File: config.mk
export PLATFORM = sky130hd
export DESIGN_NAME = rd_subtractor_pipe_flat
export DESIGN_NICKNAME = d
export VERILOG_FILES = /design/src/rtl/rd_subtractor_pipe_if.sv /design/src/rtl/rd_subtractor_pipe.sv /design/src/flat_wrapper.sv
export SDC_FILE = /design/constraint.sdc
export NUM_CORES = 1
export LEC_CHECK = 0
export BUFFER_PORTS_ARGS = -buffer_cell sky130_fd_sc_hd__buf_2
export CAP_MARGIN = 20
export CORE_AREA = 2 2 197 199
export DETAILED_ROUTE_END_ITERATION = 8
export DIE_AREA = 0 0 199 201
export HOLD_SLACK_MARGIN = 0.08
export PLACE_DENSITY = 0.74
export SYNTH_ARGS = -nofsm -noshare
export SYNTH_HDL_FRONTEND = slang
export SYNTH_SLANG_ARGS = --single-unit
File: constraint.sdc
create_clock -name clk -period 10.4 [get_ports clk]
set_clock_uncertainty 0.2 [all_clocks]
set_input_delay 0.52 -clock clk [delete_from_list [all_inputs] [get_ports clk]]
set_output_delay 0.52 -clock clk [all_outputs]
set_load 0.02 [all_outputs]
File: src/rtl/rd_subtractor_pipe_if.sv
// Operand/result handshake bundle for the recursive-doubling subtractor.
// master: upstream producer and downstream consumer side; slave: the pipeline.
interface rd_subtractor_pipe_if #(
    parameter int WIDTH = 32
);
    logic             in_valid;
    logic             in_ready;
    logic [WIDTH-1:0] A;
    logic [WIDTH-1:0] B;
    logic             Bin;
    logic             out_valid;
    logic             out_ready;
    logic [WIDTH-1:0] Diff;
    logic             Bout;
    logic             Ovf;

    modport master (
        output in_valid, A, B, Bin, out_ready,
        input  in_ready, out_valid, Diff, Bout, Ovf
    );

    modport slave (
        input  in_valid, A, B, Bin, out_ready,
        output in_ready, out_valid, Diff, Bout, Ovf
    );
endinterface

File: src/rtl/rd_subtractor_pipe.sv
// Pipelined Kogge-Stone subtractor: Diff = A - B - Bin computed as A + ~B + ~Bin.
// Stage 0 captures bitwise generate/propagate, stages 1..LEVELS run one prefix
// level each, the last stage forms Diff/Bout/Ovf. Elastic valid/ready chain,
// bubbles collapse, LEVELS+2 bundles of capacity.
//
// The prefix vectors are WIDTH+1 bits wide: index 0 carries the borrow-in term
// (~Bin) as a generate with propagate 0, index i+1 is operand bit i. After
// LEVELS levels, index i holds the carry into operand bit i. Index WIDTH only
// spans indices 1..WIDTH, so the carry-out takes one extra combine with index 0
// in the final stage.
module rd_subtractor_pipe #(
    parameter int WIDTH = 32
) (
    input  logic            clk,
    input  logic            rst,
    rd_subtractor_pipe_if.slave bus
);
    localparam int LEVELS = $clog2(WIDTH);
    localparam int NSTG   = LEVELS + 2;
    localparam int EW     = WIDTH + 1;

    logic [NSTG-1:0]  vld_q, vld_d;
    logic [NSTG-1:0]  en;
    logic [NSTG-1:0]  up_v;
    logic [NSTG-1:0]  ld;

    logic [EW-1:0]    g_q  [LEVELS+1];
    logic [EW-1:0]    g_d  [LEVELS+1];
    logic [EW-1:0]    gp_q [LEVELS+1];
    logic [EW-1:0]    gp_d [LEVELS+1];
    logic [WIDTH-1:0] pb_q [LEVELS+1];
    logic [WIDTH-1:0] pb_d [LEVELS+1];
    logic [LEVELS:0]  am_q, am_d;
    logic [LEVELS:0]  bm_q, bm_d;

    logic [WIDTH-1:0] diff_q, diff_d;
    logic             bout_q, bout_d;
    logic             ovf_q, ovf_d;
    logic             cout;

    // Stage enables: a stage may load when any stage at or after it is empty,
    // or the output is being taken this cycle.
    always_comb begin
        logic full;
        full = 1'b1;
        en   = '0;
        for (int k = NSTG - 1; k >= 0; k--) begin
            full  = full & vld_q[k];
            en[k] = bus.out_ready | ~full;
        end
        up_v  = {vld_q[NSTG-2:0], bus.in_valid};
        ld    = en & up_v;
        vld_d = (en & up_v) | (~en & vld_q);
    end

    assign bus.in_ready = en[0];

    // Bitwise g/p for stage 0 and one prefix level per following stage.
    always_comb begin
        for (int k = 0; k <= LEVELS; k++) begin
            g_d[k]  = '0;
            gp_d[k] = '0;
            pb_d[k] = '0;
        end
        am_d = '0;
        bm_d = '0;

        g_d[0]  = {bus.A & ~bus.B, ~bus.Bin};
        gp_d[0] = {bus.A ^ ~bus.B, 1'b0};
        pb_d[0] = bus.A ^ ~bus.B;
        am_d[0] = bus.A[WIDTH-1];
        bm_d[0] = bus.B[WIDTH-1];

        for (int k = 1; k <= LEVELS; k++) begin
            for (int i = 0; i < EW; i++) begin
                if (i >= (1 << (k - 1))) begin
                    g_d[k][i]  = g_q[k-1][i] |
                                 (gp_q[k-1][i] & g_q[k-1][i - (1 << (k - 1))]);
                    gp_d[k][i] = gp_q[k-1][i] & gp_q[k-1][i - (1 << (k - 1))];
                end else begin
                    g_d[k][i]  = g_q[k-1][i];
                    gp_d[k][i] = gp_q[k-1][i];
                end
            end
            pb_d[k] = pb_q[k-1];
            am_d[k] = am_q[k-1];
            bm_d[k] = bm_q[k-1];
        end
    end

    // Final stage: sum bits, borrow-out and signed overflow.
    always_comb begin
        diff_d = pb_q[LEVELS] ^ g_q[LEVELS][WIDTH-1:0];
        cout   = g_q[LEVELS][WIDTH] | (gp_q[LEVELS][WIDTH] & g_q[LEVELS][0]);
        bout_d = ~cout;
        ovf_d  = (am_q[LEVELS] != bm_q[LEVELS]) && (diff_d[WIDTH-1] != am_q[LEVELS]);
    end

    // Stage-valid bits; reset drops every in-flight bundle.
    always_ff @(posedge clk) begin
        if (rst) begin
            vld_q <= '0;
        end else begin
            vld_q <= vld_d;
        end
    end

    // Prefix-stage data moves only when its stage captures a bundle.
    always_ff @(posedge clk) begin
        for (int k = 0; k <= LEVELS; k++) begin
            if (ld[k]) begin
                g_q[k]  <= g_d[k];
                gp_q[k] <= gp_d[k];
                pb_q[k] <= pb_d[k];
                am_q[k] <= am_d[k];
                bm_q[k] <= bm_d[k];
            end
        end
    end

    // Output register: cleared on reset, held while the consumer stalls.
    always_ff @(posedge clk) begin
        if (rst) begin
            diff_q <= '0;
            bout_q <= 1'b0;
            ovf_q  <= 1'b0;
        end else if (ld[NSTG-1]) begin
            diff_q <= diff_d;
            bout_q <= bout_d;
            ovf_q  <= ovf_d;
        end
    end

    assign bus.out_valid = vld_q[NSTG-1];
    assign bus.Diff      = diff_q;
    assign bus.Bout      = bout_q;
    assign bus.Ovf       = ovf_q;
endmodule
File: src/flat_wrapper.sv
// flat-port wrapper written by rule: the top's interface ports become plain ports
module rd_subtractor_pipe_flat 
#(
    parameter int WIDTH = 32
)
  (clk, rst, bus_in_valid, bus_A, bus_B, bus_Bin, bus_out_ready, bus_in_ready, bus_out_valid, bus_Diff, bus_Bout, bus_Ovf);
  rd_subtractor_pipe_if #(.WIDTH(WIDTH)) bus_i ();
  input  logic clk;
  input  logic rst;
  input wire logic [$bits(bus_i.in_valid)-1:0] bus_in_valid;
  input wire logic [$bits(bus_i.A)-1:0] bus_A;
  input wire logic [$bits(bus_i.B)-1:0] bus_B;
  input wire logic [$bits(bus_i.Bin)-1:0] bus_Bin;
  input wire logic [$bits(bus_i.out_ready)-1:0] bus_out_ready;
  output wire logic [$bits(bus_i.in_ready)-1:0] bus_in_ready;
  output wire logic [$bits(bus_i.out_valid)-1:0] bus_out_valid;
  output wire logic [$bits(bus_i.Diff)-1:0] bus_Diff;
  output wire logic [$bits(bus_i.Bout)-1:0] bus_Bout;
  output wire logic [$bits(bus_i.Ovf)-1:0] bus_Ovf;
  assign bus_i.in_valid = bus_in_valid;
  assign bus_i.A = bus_A;
  assign bus_i.B = bus_B;
  assign bus_i.Bin = bus_Bin;
  assign bus_i.out_ready = bus_out_ready;
  assign bus_in_ready = bus_i.in_ready;
  assign bus_out_valid = bus_i.out_valid;
  assign bus_Diff = bus_i.Diff;
  assign bus_Bout = bus_i.Bout;
  assign bus_Ovf = bus_i.Ovf;
  rd_subtractor_pipe #(.WIDTH(WIDTH)) u_core (.clk(clk), .rst(rst), .bus(bus_i));
endmodule
* After elaboration in Yosys (flattened, before gate mapping) *
Memory sizes are Yosys's and may differ from the RTL's.
Index checks and enable logic that the tools add are counted.

word-level totals
  output and inout bits = 36
  bits in writable memories = 588
  input bits = 69
  word-level logic and storage cells = 468
  register bits after elaboration = 53
  memories kept = 3

memories
  memory       depth  bits a word  rd ports  clocked after memory_dff  write ports  line                      source
  u_core.g_q   6      33           6         0                         6            rd_subtractor_pipe.sv:27  logic [EW-1:0] g_q [LEVELS+1];
  u_core.gp_q  6      33           6         0                         6            rd_subtractor_pipe.sv:29  logic [EW-1:0] gp_q [LEVELS+1];
  u_core.pb_q  6      32           6         0                         6            rd_subtractor_pipe.sv:31  logic [WIDTH-1:0] pb_q [LEVELS+1];

cells by class
  reduce and logical (&&, ||, !) cells = 1
  mux-type cells = 12
  bitwise logic cells = 434
  eq/ne operators = 2

operator list
  operator            count
  1-bit bitwise AND   275
  1-bit bitwise OR    142
  32-bit XOR          2
  32-bit bitwise AND  1
  32-bit NOT          1
  7-bit bitwise AND   2
  1-bit 2-to-1 mux    12
  1-bit NOT           9
  7-bit NOT           1
  7-bit bitwise OR    1
  1-bit != test       2
  1-bit logical AND   1

* Longest topological paths before layout *
  word-level depth = 11
  gate-level depth with buffers = 5

* Worst setup path before layout *
No wires, ideal clock.

  path type = input -> register
  from = input port bus_out_ready
  to = register u_core.am_q[1] (enable)
  data arrival time = 7.870 ns
  slack = 1.626 ns
  path buffers = 1
  cell stages on the path = 3
  path through = and4b_1 -> buf_2 -> a21boi_0

between the ends
  word-level cells in the longest chain between the ends = 2

ends and longest elaborated chain
  what                            line                       source
  start: declaration              flat_wrapper.sv:14         input wire logic [$bits(bus_i.out_ready)-1:0] bus_out_ready;
  1-bit bitwise OR                rd_subtractor_pipe.sv:49   en[k] = bus.out_ready | ~full;
  7-bit bitwise AND               rd_subtractor_pipe.sv:52   ld = en & up_v;
  via u_core.ld[1]                rd_subtractor_pipe.sv:25   logic [NSTG-1:0] ld;
  end signal: indexed assignment  rd_subtractor_pipe.sv:115  am_q[k] <= am_d[k];
  end: declaration                rd_subtractor_pipe.sv:33   logic [LEVELS:0] am_q, am_d;

The timed path passes the listed nets, and every way through them passes these cells.
A chain may end at the register's enable or synchronous reset.

==> results.py <==
metrics = {
    "die": {
        "top_level_ports": 105,
        "design.core.area_um2": 38100,
        "initial_core_util": 0.502,
        "die_w_um": 199,
        "die_h_um": 201,
        "rows": 72,
        "fp.dieArea_um2": 40000,
    },
    "pwr": {
        "comb_power_share": 0.025,
        "p_leak_nw": 8.05,
        "pwr-share-seq": 0.589,
        "power.density_nw_per_um2": 192,
        "pwr-share-clk": 0.386,
        "intPower_w": 0.00345,
        "peakVddDrop_mv": 0.131,
        "p_sw_frac": 0.192,
        "power_switching_w": 0.000821,
    },
    "drt": {
        "routed_wl_mm": 29.5,
        "routedWlPerCell_um": 17.0,
        "dr.pass1.iters": 4,
        "ant_nets": 0,
        "drt-initial-drc-count": 519,
        "num_vias": 8518,
        "drc": 0,
        "via_per_inst": 4.91,
    },
    "clock_network": {
        "post_cts_buffers": 0,
        "clock_latency_ns": 0.56,
        "cts_root_buf": "clkbuf_16",
        "cts.clk_slew.worst_paths_ns": 0.06,
        "cts_max_level": 2,
        "cts_buffers": 50,
        "cts_sinks": 546,
        "clock_path_buffers": 3,
        "post_cts_resize_count": 0,
        "cts_tree": "done",
    },
    "setup_path": {
        "cp-start-kind": "flip-flop",
        "crit_fanout": 86,
        "criticalPathCategory": "flip-flop to flip-flop",
        "required_ns": 10.37,
        "cp-end-kind": "flip-flop",
        "critPathArrivalTime_ns": 3.04,
    },
    "sta": {
        "post-route-period-util": 0.296,
        "clock.fmax_mhz": 325,
        "finalSetupViolCount": 0,
        "hold_slack_ns": 0.127,
        "period_minus_slack_ns": 3.07,
        "grt_setup_unrepaired": "no",
        "slew_headroom": 0.287,
        "hold_viol": 0,
        "slew_viol_final": 0,
        "tightest_slew_ns": 1.07,
        "fin_tns_setup_ns": 0,
    },
    "yosys": {
        "ys_top_cells_by_area": "edfxtp_1 79%, a21o_1 5.3%, dfxtp_1 4.3%, and2_1 3.4%, ha_1 2.1%",
        "synth.avg_cell_area_um2": 19.2,
        "synth.yosys.warnings": 0,
        "synth_seq_cells": 546,
        "synth_area_um2": 19100,
        "ys_types": 27,
        "synth_edf_count": 505,
        "synthDominantCellAreaShare": 0.792,
        "async_reset_ff_frac": 0,
        "synthCells": 996,
        "synth_ff_type": "edfxtp_1",
        "synth_nets": 1097,
        "synth_top_area_cell": "edfxtp_1",
        "seq_area_frac_synth": 0.835,
    },
    "layout": {
        "layout-drive-gt1-share": 0.154,
        "nFillCells": 2768,
        "final_design_area_no_fill_um2": 22200,
        "layout_common_cells": "505 x edfxtp_1, 134 x a21o_1, 104 x buf_2, 103 x and2_1, 53 x clkbuf_16",
        "nets": 1280,
        "finalNonFillerCells": 1735,
        "layout_commonest_cell": "edfxtp_1",
        "antenna_cells": 0,
        "area.growth.synth_to_final_pct": 16.1,
    },
    "placed_design": {
        "place.gp.congestion": 0.800,
        "place_hpwl_mm": 19.8,
        "dp.cells": 1608,
        "place_area_um2": 20300,
        "io_buffer_count": 104,
    },
    "global_routing": {
        "antenna_found_initial": 0,
        "grt_start_max_net_pins": 93,
        "grt_pass1_vias": 8634,
        "track_usage": 0.151,
        "gr-total-overflow": 0,
        "grt_pass1_wl_mm": 46.3,
    },
    "worst_hold_path": {
        "hp-class": "input pin to flip-flop",
    },
    "flow_run": {
        "cap_viol_max_count": 0,
    },
    "outcome": {
        "status": "finished, final reports clean",
    },
}
## metrics by stage
step / util / setup slack (ns) / total power (W)
finish: 0.583 / 7.33 / 0.00427
global route: 0.583 / 7.12 / 0.00441
CTS: 0.582 / 7.29 / 0.00431
detailed placement: 0.534 / 7.31 / 0.00265
global placement: 0.534 / 7.44 / 0.00265
floorplan: - / 1.63 / 0.00261
## cells by family (layout without fill, tap and decap cells)
kind of cell,after synthesis,after routing,synth area share
and+or+nand+nor,119,119,0.0388
adders and majority gates,32,32,0.0209
AOI/OAI and AO/OA,214,214,0.0787
DFF,546,546,0.835
buffers and inverters,53,274,0.0116
xor gates and xnor gates,32,32,0.0146
## final timing paths
path	start	to	slack, ns	cells after the start
worst max-delay path	flip-flop	u_core.gp_q[1][4]	7.33	4
worst min-delay path	bus_B[1]	u_core.gp_q[0][2]	0.13	3
worst max register to register	flip-flop	u_core.gp_q[1][4]	7.33	4
worst min register to register	u_core.pb_q[1][29]	u_core.pb_q[2][29]	0.21	0
## worst max-delay path, cell delays in order, from the launching register on
cell,delay [ns]
dfxtp_1,0.30
buf_4,0.24
and4b_1,0.49
a21boi_4,0.48
buf_4,0.83
## cells in the mapped netlist (2+ instances only)
| library cell | n |
|---|---|
| inv_1 | 36 |
| nand3_1 | 3 |
| nor2_1 | 5 |
| buf_4 | 3 |
| clkbuf_1 | 4 |
| a21boi_0 | 3 |
| dfxtp_1 | 41 |
| buf_2 | 9 |
| and2_1 | 103 |
| xnor2_1 | 32 |
| a211oi_1 | 32 |
| a21o_1 | 134 |
| edfxtp_1 | 505 |
| ha_1 | 32 |
| a21oi_1 | 41 |
| a31oi_1 | 2 |
## sequential cells by signal (all words and copies together) (netlist names), named ones only
signal,count
u_core.g_q,198
u_core.pb_q,160
u_core.gp_q,135
u_core.bus.Diff,32
u_core.am_q,6
u_core.bm_q,6
u_core.bus.Bout,1
u_core.bus.Ovf,1
## layer usage
layer / vias up / GRT usage / wire, um
met5: - / 0 / 0
met4: 0 / 0.0506 / 769
met3: 55 / 0.0249 / 1460
met2: 186 / 0.234 / 13700
met1: 4122 / 0.220 / 13600
li1: 4155 / - / -
## power by group through the flow
stage,logic (W),registers [W],clock network [W]
after CTS,0.000107,0.00251,0.00169
after detailed placement,0.0000961,0.00256,0
after floorplan,0.0000620,0.00255,0
after global routing,0.000121,0.00252,0.00178
final,0.000106,0.00251,0.00165
after global placement,0.0000937,0.00256,0
## layout make-up
type / instances / area [um^2] / share of cell area
Timing Repair Buffer: 148 / 958 / 0.0431
Clock inverter: 28 / 129 / 0.00580
Clock buffer: 62 / 1360 / 0.0612
Multi-Input combinational cell: 397 / 3000 / 0.135
Tap cell: 518 / 648 / 0.0292
Sequential cell: 546 / 16000 / 0.720
Inverter: 36 / 135 / 0.00608
## repair_timing
| action | in CTS | in global routing |
|---|---|---|
| hold buffers | 35 | 0 |
| hold endpoints to repair | 68 | 0 |
| setup endpoints to repair | 0 | 0 |
Power figures use the tool's default switching activity.
